<file path="src/rtl/cla_pipelined_adder_if.sv">
// Operand/result handshake bundle for the pipelined CLA adder.
// master = producer/consumer side, slave = adder side.
interface cla_pipelined_adder_if #(
    parameter int WIDTH = 16
);
    logic             in_valid;
    logic             in_ready;
    logic [WIDTH-1:0] a;
    logic [WIDTH-1:0] b;
    logic             cin;
    logic             out_valid;
    logic             out_ready;
    logic [WIDTH-1:0] sum;
    logic             cout;
    logic             ovf;

    modport master (
        output in_valid, a, b, cin, out_ready,
        input  in_ready, out_valid, sum, cout, ovf
    );

    modport slave (
        input  in_valid, a, b, cin, out_ready,
        output in_ready, out_valid, sum, cout, ovf
    );
endinterface

</file>
<file path="src/rtl/cla_pipelined_adder.sv">
// Elastic two-level carry-lookahead adder: bit PG -> group PG -> group carries -> sum.
// Latency is STAGES cycles; a stage stalls only while it and every stage after it are full.
module cla_pipelined_adder #(
    parameter int WIDTH  = 16,
    parameter int GROUP  = 4,
    parameter int STAGES = 2
) (
    input logic                  clk,
    input logic                  rst,
    cla_pipelined_adder_if.slave bus
);
    localparam int NG = WIDTH / GROUP;

    if (WIDTH % GROUP != 0) begin : g_bad_group
        $error("cla_pipelined_adder: WIDTH must be a multiple of GROUP");
    end
    if (STAGES < 1 || STAGES > 3) begin : g_bad_stages
        $error("cla_pipelined_adder: STAGES must be 1, 2 or 3");
    end

    typedef struct packed {
        logic [WIDTH-1:0] g;
        logic [WIDTH-1:0] p;
        logic             cin;
        logic [NG-1:0]    gg;
        logic [NG-1:0]    gp;
    } pg_t;

    typedef struct packed {
        logic [WIDTH-1:0] g;
        logic [WIDTH-1:0] p;
        logic [NG:0]      gc;   // gc[k] = carry into group k, gc[NG] = cout
    } gc_t;

    typedef struct packed {
        logic [WIDTH-1:0] sum;
        logic             cout;
        logic             ovf;
    } res_t;

    function automatic pg_t compute_pg(input logic [WIDTH-1:0] a,
                                       input logic [WIDTH-1:0] b,
                                       input logic             cin);
        pg_t  r;
        logic gg;
        logic gp;
        r.g   = a & b;
        r.p   = a ^ b;
        r.cin = cin;
        r.gg  = '0;
        r.gp  = '0;
        for (int k = 0; k < NG; k++) begin
            gg = 1'b0;
            gp = 1'b1;
            for (int i = 0; i < GROUP; i++) begin
                gg = r.g[k*GROUP+i] | (r.p[k*GROUP+i] & gg);
                gp = gp & r.p[k*GROUP+i];
            end
            r.gg[k] = gg;
            r.gp[k] = gp;
        end
        return r;
    endfunction

    function automatic gc_t compute_gc(input pg_t s);
        gc_t r;
        r.g     = s.g;
        r.p     = s.p;
        r.gc    = '0;
        r.gc[0] = s.cin;
        for (int k = 0; k < NG; k++) begin
            r.gc[k+1] = s.gg[k] | (s.gp[k] & r.gc[k]);
        end
        return r;
    endfunction

    function automatic res_t compute_res(input gc_t s);
        res_t             r;
        logic [WIDTH-1:0] c;
        logic             cr;
        c = '0;
        for (int k = 0; k < NG; k++) begin
            cr = s.gc[k];
            for (int i = 0; i < GROUP; i++) begin
                c[k*GROUP+i] = cr;
                cr = s.g[k*GROUP+i] | (s.p[k*GROUP+i] & cr);
            end
        end
        r.sum  = s.p ^ c;
        r.cout = s.gc[NG];
        r.ovf  = c[WIDTH-1] ^ s.gc[NG];
        return r;
    endfunction

    logic [STAGES:1]   vld;
    logic [STAGES:1]   adv;
    logic [STAGES:1]   ld;
    logic [STAGES-1:0] vin;
    res_t              res_q;

    // A stage may advance unless it and all downstream stages are full and the consumer stalls.
    always_comb begin
        logic all_full;
        all_full = 1'b1;
        adv      = '0;
        for (int k = STAGES; k >= 1; k--) begin
            all_full = all_full & vld[k];
            adv[k]   = bus.out_ready | ~all_full;
        end
    end

    assign vin = STAGES'({vld, bus.in_valid});
    assign ld  = adv & vin;

    always_ff @(posedge clk or posedge rst) begin
        if (rst) begin
            vld <= '0;
        end else begin
            for (int k = 1; k <= STAGES; k++) begin
                if (adv[k]) vld[k] <= vin[k-1];
            end
        end
    end

    if (STAGES == 1) begin : g_s1
        always_ff @(posedge clk or posedge rst) begin
            if (rst)        res_q <= '0;
            else if (ld[1]) res_q <= compute_res(compute_gc(compute_pg(bus.a, bus.b, bus.cin)));
        end
    end else begin : g_multi
        pg_t pg_q;

        always_ff @(posedge clk or posedge rst) begin
            if (rst)        pg_q <= '0;
            else if (ld[1]) pg_q <= compute_pg(bus.a, bus.b, bus.cin);
        end

        if (STAGES == 2) begin : g_s2
            always_ff @(posedge clk or posedge rst) begin
                if (rst)        res_q <= '0;
                else if (ld[2]) res_q <= compute_res(compute_gc(pg_q));
            end
        end else begin : g_s3
            gc_t gc_q;

            always_ff @(posedge clk or posedge rst) begin
                if (rst) begin
                    gc_q  <= '0;
                    res_q <= '0;
                end else begin
                    if (ld[2]) gc_q  <= compute_gc(pg_q);
                    if (ld[3]) res_q <= compute_res(gc_q);
                end
            end
        end
    end

    assign bus.in_ready  = adv[1];
    assign bus.out_valid = vld[STAGES];
    assign bus.sum       = res_q.sum;
    assign bus.cout      = res_q.cout;
    assign bus.ovf       = res_q.ovf;
endmodule
</file>
<file path="src/flat_wrapper.sv">
// flat-port wrapper written by rule: the top's interface ports become plain ports
module cla_pipelined_adder_flat 
#(
    parameter int WIDTH  = 16,
    parameter int GROUP  = 4,
    parameter int STAGES = 2
)
  (clk, rst, bus_in_valid, bus_a, bus_b, bus_cin, bus_out_ready, bus_in_ready, bus_out_valid, bus_sum, bus_cout, bus_ovf);
  cla_pipelined_adder_if #(.WIDTH(WIDTH)) bus_i ();
  input logic clk;
  input logic rst;
  input wire logic [$bits(bus_i.in_valid)-1:0] bus_in_valid;
  input wire logic [$bits(bus_i.a)-1:0] bus_a;
  input wire logic [$bits(bus_i.b)-1:0] bus_b;
  input wire logic [$bits(bus_i.cin)-1:0] bus_cin;
  input wire logic [$bits(bus_i.out_ready)-1:0] bus_out_ready;
  output wire logic [$bits(bus_i.in_ready)-1:0] bus_in_ready;
  output wire logic [$bits(bus_i.out_valid)-1:0] bus_out_valid;
  output wire logic [$bits(bus_i.sum)-1:0] bus_sum;
  output wire logic [$bits(bus_i.cout)-1:0] bus_cout;
  output wire logic [$bits(bus_i.ovf)-1:0] bus_ovf;
  assign bus_i.in_valid = bus_in_valid;
  assign bus_i.a = bus_a;
  assign bus_i.b = bus_b;
  assign bus_i.cin = bus_cin;
  assign bus_i.out_ready = bus_out_ready;
  assign bus_in_ready = bus_i.in_ready;
  assign bus_out_valid = bus_i.out_valid;
  assign bus_sum = bus_i.sum;
  assign bus_cout = bus_i.cout;
  assign bus_ovf = bus_i.ovf;
  cla_pipelined_adder #(.WIDTH(WIDTH), .GROUP(GROUP), .STAGES(STAGES)) u_core (.clk(clk), .rst(rst), .bus(bus_i));
endmodule
</file>
<file path="config.mk">
export PLATFORM = sky130hd
export DESIGN_NAME = cla_pipelined_adder_flat
export DESIGN_NICKNAME = d
export VERILOG_FILES = /design/src/rtl/cla_pipelined_adder_if.sv /design/src/rtl/cla_pipelined_adder.sv /design/src/flat_wrapper.sv
export SDC_FILE = /design/constraint.sdc
export NUM_CORES = 1
export LEC_CHECK = 0
export ABC_AREA = 0
export CORE_MARGIN = 3
export CORE_UTILIZATION = 25
export CTS_CLUSTER_SIZE = 16
export DETAILED_ROUTE_END_ITERATION = 8
export PLACE_DENSITY = 0.5
export SLEW_MARGIN = 20
export SYNTH_ARGS = -nofsm -noshare
export SYNTH_HDL_FRONTEND = slang
export SYNTH_SLANG_ARGS = --single-unit
</file>
<file path="constraint.sdc">
create_clock -name clk -period 4.6 [get_ports clk]
set_input_delay 0.69 -clock clk [delete_from_list [all_inputs] [get_ports clk]]
set_output_delay 0.69 -clock clk [all_outputs]
set_load 0.05 [all_outputs]
</file>
# Yosys cells after proc, flatten, opt, wreduce, memory -nomap -nowiden
# Cells that the tools add are included.
# W data, S select, Z words.
op_classes:
  bitwise_logic: 78
op_table:
  columns: ["op", "count"]
  rows:
  - ["$and A1 B1 Y1", 41]
  - ["$xor A16 B16 Y16", 2]
  - ["$or A1 B1 Y1", 30]
  - ["$and A16 B16 Y16", 1]
  - ["$and A2 B2 Y2", 1]
  - ["$not A1 Y1", 2]
  - ["$xor A1 B1 Y1", 1]
totals:
  out_inout_bits: 20
  ff_bits: 60
  elab_cells: 88
  in_bits: 37

# Longest topological paths before layout
# Gate-level depths: netlist of the first run.
logic_depth:
  depth_word: 13
  ltp_mapped: 11
  ltp_nobuf: 11

# Least setup slack after synthesis of the first run
# OpenSTA, ideal clock, no wires.
synth_timing:
  path_type: "flip-flop to flip-flop"
  from: "reg u_core.g_multi.pg_q[0] (netlist name)"
  to: "reg u_core.res_q (netlist bit u_core.bus.ovf)"
  path_slack_ps: 1901
  n_path_buf: 0
  synth_period_minus_slack_ps: 2699
  arrival_ps: 2575
  path_stages_with_launch: 12
  required_time_ps: 4476
  setup_time_ps: 124
  path_cell_list: "dfrtp_1 > a21o_1 > a31o_2 > ha_1 > or2_2 > ha_1 > or2_2 > ha_1 > nor2_1 > nand4bb_1 > mux2i_1 > a211o_1"
synth_between:
  elab_chain_len: 13
  word_cells_on_any_way: 15
  classes_between: "15 x bitwise"
synth_lines:
  columns: ["item", "line", "rtl"]
  rows:
  - ["from (decl)", "cla_pipelined_adder.sv:131", "pg_t pg_q;"]
  - ["from (signal assigned)", "cla_pipelined_adder.sv:135", "else if (ld[1]) pg_q <= compute_pg(bus.a, bus.b, bus.cin);"]
  - ["$and A1 B1 Y1 (*)", "cla_pipelined_adder.sv:72", "r.gc[k+1] = s.gg[k] | (s.gp[k] & r.gc[k]);"]
  - ["$or A1 B1 Y1 (*)", "cla_pipelined_adder.sv:72", null]
  - ["$and A1 B1 Y1 (*)", "cla_pipelined_adder.sv:72", null]
  - ["$or A1 B1 Y1 (*)", "cla_pipelined_adder.sv:72", null]
  - ["$and A1 B1 Y1 (*)", "cla_pipelined_adder.sv:72", null]
  - ["$or A1 B1 Y1 (*)", "cla_pipelined_adder.sv:72", null]
  - ["$and A1 B1 Y1", "cla_pipelined_adder.sv:86", "cr = s.g[k*GROUP+i] | (s.p[k*GROUP+i] & cr);"]
  - ["$or A1 B1 Y1", "cla_pipelined_adder.sv:86", null]
  - ["$and A1 B1 Y1", "cla_pipelined_adder.sv:86", null]
  - ["$or A1 B1 Y1", "cla_pipelined_adder.sv:86", null]
  - ["$and A1 B1 Y1", "cla_pipelined_adder.sv:86", null]
  - ["$or A1 B1 Y1", "cla_pipelined_adder.sv:86", null]
  - ["$xor A1 B1 Y1 (*)", "cla_pipelined_adder.sv:91", "r.ovf = c[WIDTH-1] ^ s.gc[NG];"]
  - ["to (signal assigned)", "cla_pipelined_adder.sv:141", "else if (ld[2]) res_q <= compute_res(compute_gc(pg_q));"]
  - ["to (decl)", "cla_pipelined_adder.sv:99", "res_t res_q;"]
# Mark *: on every way between the ends. The rest lies on a longest branch, timed or not.
# A chain may end at the register's enable or synchronous reset.

# Worst setup path after layout of the first run
layout_timing:
  from: "reg u_core.g_multi.pg_q[8] (netlist name)"
  to: "reg u_core.res_q (netlist bit u_core.bus.ovf)"
# The elaborated chain is that of the path after synthesis.

==> results.yml, run 1 <==
grt:
  grt_pass1_wl_um: 9680
  grt_pass1_vias: 1898
  grt_max_degree: 46
  antenna_found_initial: 0
  grt-ovfl-total: 0
  grt_use_total_pct: 9.76
timing:
  hold_slack_ns: 0.482
  final.period_utilization_pct: 63.0
  rsz0062_at_grt: "no"
  slew_viol_final: 0
  final_hold_viol_count: 0
  period_minus_slack_ns: 2.90
  max_slew_margin_pct: 44.9
  clock_skew_ns: 0.00382
  fmax_mhz: 345
  worstMarginPinSlew_ns: 0.826
  fin_ws_ns: 1.70
  finalSetupViolCount: 0
  setup_tns_ns: 0
cts:
  cts_buffer_depth: 2
  ctsHtreeMaxLevel: 3
  cts_resized: 0
  cts_sinks: 57
  clk_pin_slew_ns: 0.05
  cts_tree: "done"
  clkLatencyLatePin_ns: 0.32
  numCtsBuffers: 9
  ctsHoldBuffers: 0
  postCtsSetupRepairBufs: 0
  cts-root-buf: "clkbuf_16"
floorplanning:
  chipWidth_um: 113
  rows: 38
  initial_core_util_pct: 26.0
  core_mm2: 0.0110
  ios: 57
  dieArea_mm2: 0.0127
  die-height_um: 113
yosys:
  syn_avg_cell_area_um2: 13.6
  synthMuxAreaShare_pct: 19.2
  ys_types: 28
  synth_compound_area_share_pct: 6.85
  syn-num-nets: 274
  ys_warn_count: 0
  yosysTopAreaCellShare_pct: 50.0
  yosysSeqAreaShare_pct: 50.0
  synth_fa_ha_area_share_pct: 12.3
  synth_common_cells: "dfrtp_1, ha_1, mux2_2"
  synth_top_family_by_area: "multiplexers"
  synth_top_area_cell: "dfrtp_1"
  synth_edf_count: 0
  synth_seq_cells: 57
  synth-simple-area-share_pct: 7.64
  ys_async_sr_fraction_pct: 100
  netlist_area_mm2: 0.00285
  postSynthCellCount: 209
  synth_xor_area_share_pct: 1.23
  ys.flop_type: "dfrtp_1"
  yosysMostFrequentCell: "dfrtp_1"
  synthTopCellsByArea: "dfrtp_1, ha_1, mux2_4"
routing:
  vias: 1771
  dr.pass1.iters: 4
  drc: 0
  ant_nets: 0
  wl_per_cell_um: 13.8
  finalWirelength_um: 5750
  drt-vias-per-instance: 4.26
  drt-initial-drc-count: 40
setup_path:
  worstPathCellList: "a21o_1 -> a31o_2 -> ha_1 -> or2_2 -> ha_1 -> or2_2 -> ha_1 -> nor2_1 -> nand4bb_1 -> mux2i_1 -> a211o_1"
  arrival_ns: 3.10
  reg2reg_setup_slack_ns: 1.70
  critical-path-slowest-cell: "dfrtp_1"
  worstPathMaxFanout: 5
  critical-path-max-stage-delay_ns: 0.40
  crit_path_start_kind: "flip-flop"
  cp_common_cell: "ha_1"
  criticalPathCategory: "reg2reg"
  r2r_end: "u_core.bus.ovf"
  end_kind: "flip-flop"
  r2r_start: "u_core.g_multi.pg_q[8]"
  reg2reg_depth: 11
  required_ns: 4.80
worst_hold_path:
  holdPathEnd: "u_core.bus.cout"
  min_path_type: "reg2reg"
  hp-start: "u_core.bus.cout"
  worstHoldPathCells: 2
power:
  power_density_mw_per_mm2: 556
  irDropWorstVdd_v: 0.000239
  power_leakage_nw: 1.79
placed_design:
  numPortBuffers: 56
  gp_congestion: 0.739
  pre_cts_slack_ns: 1.72
  dpl.hpwl_um: 4160
  placedCellCount: 400
cells_and_area:
  syn2layout_area_growth_pct: 34.4
  nFillCells: 1082
  drive_above_1_share_pct: 25.4
  antenna_cells: 0
  final_util_pct: 34.9
  instances_no_fill: 416
  nNetsFinal: 336
outcome:
  outcome: "finished clean"
flow_run:
  cap_violations: 0
worst max-delay path, delay by kind of cell (launching register included):
kind,cells,cell delay (ns)
and+or+nand+nor,4,0.97
AOI/OAI and AO/OA,3,0.76
adders and majority gates,3,0.58
DFF,1,0.40
muxes,1,0.07
cells in the final DEF, fill, tap and decap left out:
| cell type | synthesis | routed |
|---|---|---|
| inv_2 | 0 | 1 |
| xor2_1 | 4 | 4 |
| nand4bb_1 | 1 | 1 |
| dfrtp_1 | 57 | 57 |
| mux2i_1 | 1 | 1 |
| or2b_1 | 1 | 1 |
| nand2b_2 | 1 | 1 |
| mux2_2 | 21 | 21 |
| o21ai_0 | 13 | 13 |
| ha_1 | 28 | 28 |
| clkinv_2 | 0 | 1 |
| nand3b_2 | 1 | 1 |
| nand2b_1 | 1 | 1 |
| nand2_4 | 1 | 1 |
| clkbuf_1 | 0 | 2 |
| buf_4 | 2 | 1 |
| a31o_2 | 1 | 1 |
| mux2_4 | 20 | 20 |
| nand4_1 | 5 | 5 |
| a21o_1 | 11 | 11 |
| clkdlybuf4s50_1 | 0 | 56 |
| a21oi_1 | 6 | 6 |
| a211o_1 | 1 | 1 |
| or3_1 | 1 | 1 |
| clkbuf_16 | 0 | 9 |
| nand2_2 | 1 | 1 |
| nand2_1 | 14 | 14 |
| clkinvlp_4 | 0 | 2 |
| nor2_1 | 4 | 4 |
| bufinv_16 | 0 | 2 |
| or2_2 | 8 | 8 |
flip-flops by register name, indices dropped and copies added, names as in the netlist:
signal,cells
u_core.bus.cout,1
u_core.bus.ovf,1
u_core.bus.sum,16
u_core.g_multi.pg_q,37
u_core.vld,2
worst max path at each step:
| stage | to | slack [ns] | cells after the start | startpoint |
|---|---|---|---|---|
| after floorplan | u_core.bus.ovf | 1.90 | 11 | u_core.g_multi.pg_q[0] |
| final | u_core.bus.ovf | 1.70 | 11 | u_core.g_multi.pg_q[8] |
| after detailed placement | u_core.bus.ovf | 1.72 | 11 | u_core.g_multi.pg_q[8] |
| after CTS | u_core.bus.ovf | 1.68 | 11 | u_core.g_multi.pg_q[8] |
| after global routing | u_core.bus.ovf | 1.58 | 11 | u_core.g_multi.pg_q[0] |
| after global placement | bus_in_ready | 1.78 | 3 | bus_out_ready |
logic make-up after synthesis:
family	after synthesis
AO/OA/AOI/OAI	32
XOR/XNOR	4
adder cells (fa/ha/maj)	28
buffers and inverters	7
flip-flops	57
multiplexers	42
AND/OR/NAND/NOR	39
where the power goes:
part           switching (W)  internal [W]  total [W]
registers          0.0000701      0.000626   0.000696
logic               0.000420      0.000314   0.000734
clock network       0.000226      0.000473   0.000699
cell type report:
type / instances / area, um2 / area share [%]
inverters: 1 / 3.75 / 0.0980
repair buffers: 57 / 568 / 14.8
flip-flops and latches: 57 / 1430 / 37.2
multi-input cells: 145 / 1350 / 35.1
well taps: 140 / 175 / 4.57
clock buffers: 11 / 233 / 6.07
clock inverters: 5 / 80.1 / 2.09
per-layer routing:
| metal | share of wire (%) | global-route usage, % | up-vias |
|---|---|---|---|
| li1 | - | - | 882 |
| met2 | 44 | 14.2 | 39 |
| met1 | 50 | 13.6 | 846 |
| met4 | 0.77 | 4.33 | 0 |
| met5 | 0 | 0 | - |
| met3 | 4.8 | 2.73 | 4 |
metrics by stage:
step | instance area (um2) | total power, W
after global routing | 3830 | 0.00225
after detailed placement | 3520 | 0.00145
after CTS | 3830 | 0.00217
after floorplan | 2850 | 0.00120
final | 3830 | 0.00213
after global placement | 3520 | 0.00145
(Power assumes the default switching activity.)
==> run 2: changes to the inputs <==
--- a/config.mk
+++ b/config.mk
@@ -10,7 +10,7 @@
 export CORE_UTILIZATION = 25
 export CTS_CLUSTER_SIZE = 16
 export DETAILED_ROUTE_END_ITERATION = 8
-export PLACE_DENSITY = 0.5
+export PLACE_DENSITY = 0.51
 export SLEW_MARGIN = 20
 export SYNTH_ARGS = -nofsm -noshare
 export SYNTH_HDL_FRONTEND = slang
==> constraint.sdc (replaced) <==
create_clock -name clk -period 2.5 [get_ports clk]
set_input_delay 0.375 -clock clk [delete_from_list [all_inputs] [get_ports clk]]
set_output_delay 0.375 -clock clk [all_outputs]
set_load 0.05 [all_outputs]
==> run 2 against run 1 <==
Global-route usage is 0.15 points higher. Setup slack worse by 1.6 ns. Critical endpoint unchanged. Via count is 2.3% higher. Sequential share of layout area is 1.1 points lower. Highest routed layer unchanged. Sequential power is 84% higher. Flip-flop and latch count stayed put. Largest power group unchanged. Count of clock-buffer cells in the layout is 2 higher.
==> results.yml, run 2 (synthesized netlist as in run 1, its figures left out) <==
cells_and_area:
  drive_above_1_share_pct: 30.2
  most-common-layout-cells: "dfrtp_1, clkdlybuf4s50_1, ha_1, mux2_2, mux2_4"
  largest_reg_flops: 37
  final_area_mm2: 0.00394
  antenna_cells: 0
  layout_commonest_cell: "dfrtp_1"
  final_util_pct: 35.9
  syn2layout_area_growth_pct: 38.4
  regMostFlops: "u_core.g_multi.pg_q"
  nNetsFinal: 345
placed_design:
  dpl-instance-area_mm2: 0.00363
  gp_congestion: 0.751
  pre_cts_slack_ns: -0.0327
  dpl.hpwl_um: 4270
  numPortBuffers: 56
cts:
  ctsHoldBuffers: 0
  cts_tree: "done"
  clk_pin_slew_ns: 0.05
  cts_sinks: 57
  ctsHtreeMaxLevel: 3
  clkLatencyLatePin_ns: 0.32
  numCtsBuffers: 9
  cts-root-buf: "clkbuf_16"
  cts_buffer_depth: 2
timing:
  period_minus_slack_ns: 2.41
  clock_skew_ns: 0.00636
  slew_viol_final: 0
  setup_tns_ns: 0
  final_hold_viol_count: 0
  fmax_mhz: 415
  finalSetupViolCount: 0
  final.period_utilization_pct: 96.4
  fin_ws_ns: 0.0896
  rsz0062_at_grt: "no"
  worstMarginPinSlew_ns: 0.659
  max_slew_margin_pct: 56.0
routing:
  dr.pass1.iters: 3
  drt-initial-drc-count: 26
  wl_per_cell_um: 13.9
  drt-vias-per-instance: 4.26
  vias: 1811
  finalWirelength_um: 5900
  drc: 0
  ant_nets: 0
setup_path:
  startpoint: "u_core.g_multi.pg_q[8]"
  required_ns: 2.71
  criticalPathCategory: "reg2reg"
  r2r_start: "u_core.g_multi.pg_q[8]"
  crit_path_start_kind: "flip-flop"
  reg2reg_depth: 11
  end_kind: "flip-flop"
  worstPathMaxFanout: 3
  arrival_ns: 2.62
grt:
  grt_use_total_pct: 9.91
  grt_pass1_wl_um: 9770
  grt_max_degree: 30
  grt_pass1_vias: 1918
  grt-ovfl-total: 0
  antenna_found_initial: 0
floorplanning:
  ios: 57
  chipWidth_um: 113
  dieArea_mm2: 0.0127
  die-height_um: 113
  rows: 38
  initial_core_util_pct: 26.0
  core_mm2: 0.0110
power:
  power_density_mw_per_mm2: 974
  irDropWorstVdd_v: 0.000432
  power_w: 0.00384
  power_leakage_nw: 1.84
worst_hold_path:
  min_path_type: "in2async"
flow_run:
  cap_violations: 0
outcome:
  outcome: "finished clean"
-- run 2: cell types whose count changed in the layout (fill, tap and decap cells not counted), moves of 3 or more --
cell / change
ha_1: -4
buf_4: +7
or2_2: -3
or2_4: +3
-- run 2: worst paths after layout --
| kind | slack [ns] | endpoint |
|---|---|---|
| worst max-delay path | 0.09 | u_core.bus.ovf |
| worst min-delay path | 0.46 | u_core.bus.sum[1] |
| worst max register to register | 0.09 | u_core.bus.ovf |
| worst min register to register | 0.48 | u_core.bus.sum[11] |
| max in group asynchronous | 1.44 | u_core.bus.sum[7] |
| min in group clk | 0.48 | u_core.bus.sum[11] |
-- run 2: critical path: stages (launching register included) --
cell	delay [ns]
dfrtp_1	0.38
a21o_1	0.20
a31o_4	0.22
ha_2	0.17
or2_4	0.22
ha_2	0.16
or2_4	0.23
ha_4	0.16
nor2_4	0.09
nand4bb_1	0.13
mux2i_1	0.07
a211o_1	0.26
-- run 2: area by class of cell --
type / count / area (um2)
clock inverters: 3 / 15.0
well taps: 140 / 175
inverters: 1 / 3.75
clock buffers: 13 / 260
fillers: 1091 / 7040
flip-flops and latches: 57 / 1430
repair buffers: 66 / 662
multi-input cells: 145 / 1400
-- run 2: timing repair --
action	CTS	global route
endpoints found under the setup margin	1	4
buffers inserted	1	0
hold endpoints to repair	0	0
pin swaps	7	11
gates resized for setup	1	9
-- run 2: layer usage --
layer  wire, um  up-vias  track usage (%)
li1           -      895                -
met1       2790      869             12.8
met2       2730       39             15.4
met3        277        8             3.42
met4         96        0             3.61
met5          0        -                0
-- run 2: metrics by stage --
step,std cells,hold WS [ns]
2_1_floorplan,209,0.450
5_1_grt,425,0.504
3_5_place_dp,408,0.471
6_report,425,0.461
4_1_cts,425,0.481
3_3_place_gp,408,0.466
-- run 2: where the power goes --
part	leakage [nW]	switching, W	internal, W
clock	0.139	0.000409	0.000719
sequential	0.694	0.000131	0.00115
combinational	1.01	0.000794	0.000635
total	1.84	0.00134	0.00251
